### src/rtl/blinkt_frame_sequencer.sv
// rtl/blinkt_frame_sequencer.sv - APA102/Blinkt frame sequencer with write-anytime shadow pixel registers
// Snapshots shadow pixels on start, then shifts start frame, LED frames and end frame MSB first.
module blinkt_frame_sequencer #(
   parameter int NUM_LEDS = 8,
   parameter int CLK_DIV  = 4,
   parameter int END_BITS = 32,
   localparam int ADDR_W  = (NUM_LEDS > 1) ? $clog2(NUM_LEDS) : 1
) (
   input  logic              clk,
   input  logic              reset,
   input  logic              wr_en,
   input  logic [ADDR_W-1:0] wr_addr,
   input  logic [31:0]       wr_data,
   input  logic              start,
   output logic              busy,
   output logic              done,
   output logic              serial_clk,
   output logic              serial_data
);

   localparam int PH_W     = (CLK_DIV > 1) ? $clog2(CLK_DIV) : 1;
   localparam int MAX_BITS = (END_BITS > 32) ? END_BITS : 32;
   localparam int BIT_W    = $clog2(MAX_BITS);

   typedef enum logic [1:0] {IDLE, START_FRM, LED_FRM, END_FRM} state_t;

   state_t            state_q, state_d;
   logic [PH_W-1:0]   phase_q, phase_d;
   logic [BIT_W-1:0]  bit_q, bit_d;
   logic [ADDR_W-1:0] led_q, led_d;
   logic              sclk_q, sclk_d;
   logic              sdata_q, sdata_d;
   logic              pending_q, pending_d;
   logic              busy_q, busy_d;
   logic              done_q, done_d;
   logic [31:0]       shadow_q [NUM_LEDS];
   logic [31:0]       shadow_d [NUM_LEDS];
   logic [31:0]       active_q [NUM_LEDS];
   logic [31:0]       active_d [NUM_LEDS];
   logic [31:0]       tx_word;

   always_comb begin
      state_d   = state_q;
      phase_d   = phase_q;
      bit_d     = bit_q;
      led_d     = led_q;
      sclk_d    = sclk_q;
      sdata_d   = sdata_q;
      pending_d = pending_q;
      busy_d    = busy_q;
      done_d    = 1'b0;
      shadow_d  = shadow_q;
      active_d  = active_q;
      tx_word   = '0;

      // Out-of-range addresses match no slot and are dropped.
      for (int i = 0; i < NUM_LEDS; i++) begin
         if (wr_en && (wr_addr == ADDR_W'(i))) begin
            shadow_d[i] = wr_data;
         end
      end

      case (state_q)
         IDLE: begin
            sclk_d  = 1'b0;
            sdata_d = 1'b0;
            phase_d = '0;
            bit_d   = '0;
            led_d   = '0;
            if (start || pending_q) begin
               state_d   = START_FRM;
               active_d  = shadow_q;
               pending_d = 1'b0;
               busy_d    = 1'b1;
            end else begin
               busy_d = 1'b0;
            end
         end
         default: begin
            if (start) begin
               pending_d = 1'b1;
            end
            if (phase_q == PH_W'(CLK_DIV - 1)) begin
               phase_d = '0;
               if (!sclk_q) begin
                  sclk_d = 1'b1;
               end else begin
                  // End of the high phase: move to the next bit position.
                  sclk_d = 1'b0;
                  case (state_q)
                     START_FRM: begin
                        if (bit_q == BIT_W'(31)) begin
                           state_d = LED_FRM;
                           bit_d   = '0;
                           led_d   = '0;
                        end else begin
                           bit_d = bit_q + BIT_W'(1);
                        end
                     end
                     LED_FRM: begin
                        if (bit_q == BIT_W'(31)) begin
                           bit_d = '0;
                           if (led_q == ADDR_W'(NUM_LEDS - 1)) begin
                              state_d = END_FRM;
                              led_d   = '0;
                           end else begin
                              led_d = led_q + ADDR_W'(1);
                           end
                        end else begin
                           bit_d = bit_q + BIT_W'(1);
                        end
                     end
                     default: begin
                        if (bit_q == BIT_W'(END_BITS - 1)) begin
                           state_d = IDLE;
                           bit_d   = '0;
                           done_d  = 1'b1;
                           busy_d  = pending_q || start;
                        end else begin
                           bit_d = bit_q + BIT_W'(1);
                        end
                     end
                  endcase

                  tx_word = {3'b111, active_q[led_d][28:0]};
                  case (state_d)
                     LED_FRM: sdata_d = tx_word[~bit_d[4:0]];
                     END_FRM: sdata_d = 1'b1;
                     default: sdata_d = 1'b0;
                  endcase
               end
            end else begin
               phase_d = phase_q + PH_W'(1);
            end
         end
      endcase
   end

   always_ff @(posedge clk) begin
      if (reset) begin
         state_q   <= IDLE;
         phase_q   <= '0;
         bit_q     <= '0;
         led_q     <= '0;
         sclk_q    <= 1'b0;
         sdata_q   <= 1'b0;
         pending_q <= 1'b0;
         busy_q    <= 1'b0;
         done_q    <= 1'b0;
         for (int i = 0; i < NUM_LEDS; i++) begin
            shadow_q[i] <= '0;
            active_q[i] <= '0;
         end
      end else begin
         state_q   <= state_d;
         phase_q   <= phase_d;
         bit_q     <= bit_d;
         led_q     <= led_d;
         sclk_q    <= sclk_d;
         sdata_q   <= sdata_d;
         pending_q <= pending_d;
         busy_q    <= busy_d;
         done_q    <= done_d;
         shadow_q  <= shadow_d;
         active_q  <= active_d;
      end
   end

   assign busy        = busy_q;
   assign done        = done_q;
   assign serial_clk  = sclk_q;
   assign serial_data = sdata_q;

endmodule

### config.mk
export PLATFORM = sky130hd
export DESIGN_NAME = blinkt_frame_sequencer
export DESIGN_NICKNAME = d
export VERILOG_FILES = /design/src/rtl/blinkt_frame_sequencer.sv
export SDC_FILE = /design/constraint.sdc
export NUM_CORES = 1
export LEC_CHECK = 0
export CAP_MARGIN = 20
export CORE_ASPECT_RATIO = 1.75
export CORE_MARGIN = 5
export CORE_UTILIZATION = 42
export CTS_BUF_LIST = sky130_fd_sc_hd__clkbuf_16
export CTS_CLUSTER_SIZE = 14
export DETAILED_ROUTE_END_ITERATION = 10
export MAX_ROUTING_LAYER = met4
export PLACE_DENSITY_LB_ADDON = 0.1
export SLEW_MARGIN = 10
export SYNTH_ARGS = -nofsm -noshare
export SYNTH_HDL_FRONTEND = slang
export SYNTH_SLANG_ARGS = --single-unit
### constraint.sdc
create_clock -name clk -period 4.15 [get_ports clk]
set_clock_uncertainty 0.05 [all_clocks]
set_input_delay 0.415 -clock clk [delete_from_list [all_inputs] [get_ports clk]]
set_output_delay 0.415 -clock clk [all_outputs]
set_load 0.05 [all_outputs]
==> results.md <==
* Status: finished, final reports clean
* Critical path start-end classification: register to register
* Vias per std cell at about 5.5
* CTS clk-pin slew, worst paths at about 0.070 ns
* Nets at approximately 2.5k
* Post-synth EDFFs at 0
* Syn Area/Cell at between 7 and 8 um^2
* Core box area at around 0.045 mm^2
* DP HPWL at ~34000 um
* Die W at 171.8 um
* Yosys top cell by area: dfxtp_1
* Post-CTS setup buffer count at 0
* Vias in the first global route at about 16k
* RSZ-0062 raised after global routing: false
* Total chip power at about 9.4 mW
* Clock sinks at approximately 480
* Hold Crit Class: input pin to register
* Resized Gates After CTS at 0
* CTS root buffer: clkbuf_16
* Max FO, Critical Path at 23
* Max_cap viols at 0
* WP data arrival at between 4 and 5 ns
* Count of pins over their slew limit at 0
* Register area at roughly 0.0096 mm^2
* Die area at around 0.05 mm^2
* Share of the yosys chip area belonging to registers at 0.5007
* Pin count of the biggest net entering global routing at 224
* Mapped Cells at 2587
* DRT Pass-1 Iters at 7
* Post-route ant nets at 0
* Max Fclk at between 200 and 300 MHz
* Initial core utilization at 0.4252
* Final hold viol count at 0
* Top post-synthesis cells by area: dfxtp_1, nand2_1, a21oi_1, clkbuf_1, a211oi_1
* Layout area overhead at 11.84%
* Area of the multi-input gates at 0.008688 mm^2
* Met3 WL at roughly 3200 um
* Final WL at approximately 60000 um
* Yosys reg bits at just under 500
* CP Launch Type: register
* Critical Path End Type: register
* CTS H-tree depth at 2
* First-pass GRT wire length at just over 90000 um
* Setup_tns at 0 ns
* Ys async rst share at 0
* Final setup violation count at 0
* Yosys Warn Count at 0
* Most frequent cells in the layout: nand2_1, a21oi_1, dfxtp_1
* Worst slew pin tran at roughly 1.1 ns
* CTS tree: done
* Wirelength per Cell at 19.52 um
* DR DRC count at 0
* Top cell type's share of synthesized area at 0.5007
* Relative slew slack at 0.2348
* Overall global routing resource usage at 0.2427
* Req. time, crit path at 4.58 ns
* CTS Buf Count at 46
* Die Height at ~290 um
* Total number of vias at around 17k
* Power per cell area at about 440 mW/mm^2
* Synthesized Nets at ~2.6k
* Initial DRC Count at ~1.5k
* IO Count at 43
* Num rows at slightly above 100
* Hold-fix buffers, CTS at 0
* Proportion of layout cells with a drive suffix above 1 at 0.05803
* Congestion Overflow GR at 0
* Wire length on met1 at about 25000 um
* Antenna diode count at 0
* Commonest non-fill, non-tap cell in the layout: nand2_1
* # port buffers at 39
* Initial antenna violation count at 0
* Clk buf depth at 3
* LEAKAGE at between 7 and 8 nW
* Highest Signal Layer: met4
* Min Tclk post-route at approximately 3.8 ns
* Max IR drop VDD at about 0.33 mV
* Worst-Skew Late Latency at 0.56 ns
* Predominant post-synthesis flop cell: dfxtp_1
* Filler cells at 4559
* Count of different cell masters after synthesis at 61
* Final Wtd Congestion at about 0.80
* Synthesized area at a little under 0.02 mm^2
* Final period util at 0.9089
* Routed wl met2 at approximately 30000 um
sequential cells by signal, summed over array words and instances, names as in the netlist:
name         cells
bit_q            5
shadow_q       232
active_q       232
done             1
busy             1
pending_q        1
phase_q          2
led_q            3
serial_data      1
serial_clk       1
state_q          2
through the flow:
step / worst slack (ns) / util / hold WS, ns / area, um^2 / std cells
3_3_place_gp: 0.4894 / 0.4433 / 0.3639 / 20050 / 3026
3_5_place_dp: 0.4580 / 0.4433 / 0.3733 / 20050 / 3026
6_report: 0.3780 / 0.4755 / 0.2823 / 21510 / 3110
5_1_grt: 0.1778 / 0.4755 / 0.3184 / 21510 / 3110
4_1_cts: 0.4037 / 0.4755 / 0.2739 / 21510 / 3110
2_1_floorplan: 1.243 / - / 0.3543 / 19230 / 2587
cells in the mapped netlist, types with 14 or more instances:
master and instances:
nor2_1 26, and3_1 28, a211oi_1 28, dfxtp_1 481, nand2_1 1094, buf_2 22
nand4_1 22, a311oi_1 17, mux2i_1 14, clkbuf_1 156, nand3_1 41, buf_1 17
buf_4 18, clkbuf_2 17, a21oi_1 485
power breakdown:
group          leakage, nW  internal (mW)  switching, mW
clock network        0.757           2.31           1.81
logic                 2.48          0.130          0.419
registers             3.88           4.69         0.0357
total                 7.12           7.13           2.26
worst paths after layout:
path	to	startpoint	cells after the start	slack, ns
max	serial_data	bit_q[0]	12	0.38
min	active_q[107]	reset	2	0.28
max reg2reg	serial_data	bit_q[0]	12	0.38
min reg2reg	phase_q[0]	phase_q[0]	1	0.38
final cells by class:
cell class,count,share of cell area
clock buffers,49,0.05701
well taps,577,0.03356
clock inverters,35,0.01070
flip-flops and latches,481,0.4477
inverters,6,0.001047
repair buffers,95,0.04607
multi-input cells,1867,0.4039
cells by family (layout without fill, tap and decap cells):
family	count (synthesis)	in the layout	synth area share
AOI/OAI and AO/OA	595	595	0.1697
and+or+nand+nor	1241	1241	0.2557
xor gates and xnor gates	3	3	0.001366
buffers and inverters	239	185	0.05387
muxes	19	19	0.01275
adders and majority gates	9	9	0.005855
DFF	481	481	0.5007
worst max-delay path, stage by stage, from the launching register on:
cell and delay [ns]:
dfxtp_1 0.39, ha_1 0.20, and3_1 0.21, ha_1 0.34, nand3_1 0.15, o21bai_1 0.31
and2_2 0.67, a211oi_1 0.17, a311o_1 0.38, o211a_1 0.14, o211ai_1 0.33, o311ai_1 0.24
o221ai_1 0.11
metal layers:
metal,track usage,vias to the layer above
met3,0.02934,123
met5,-,-
met4,0.08480,0
met2,0.4020,457
met1,0.3063,8077
li1,-,8309
Note: power is estimated with default switching activity, not from simulation.
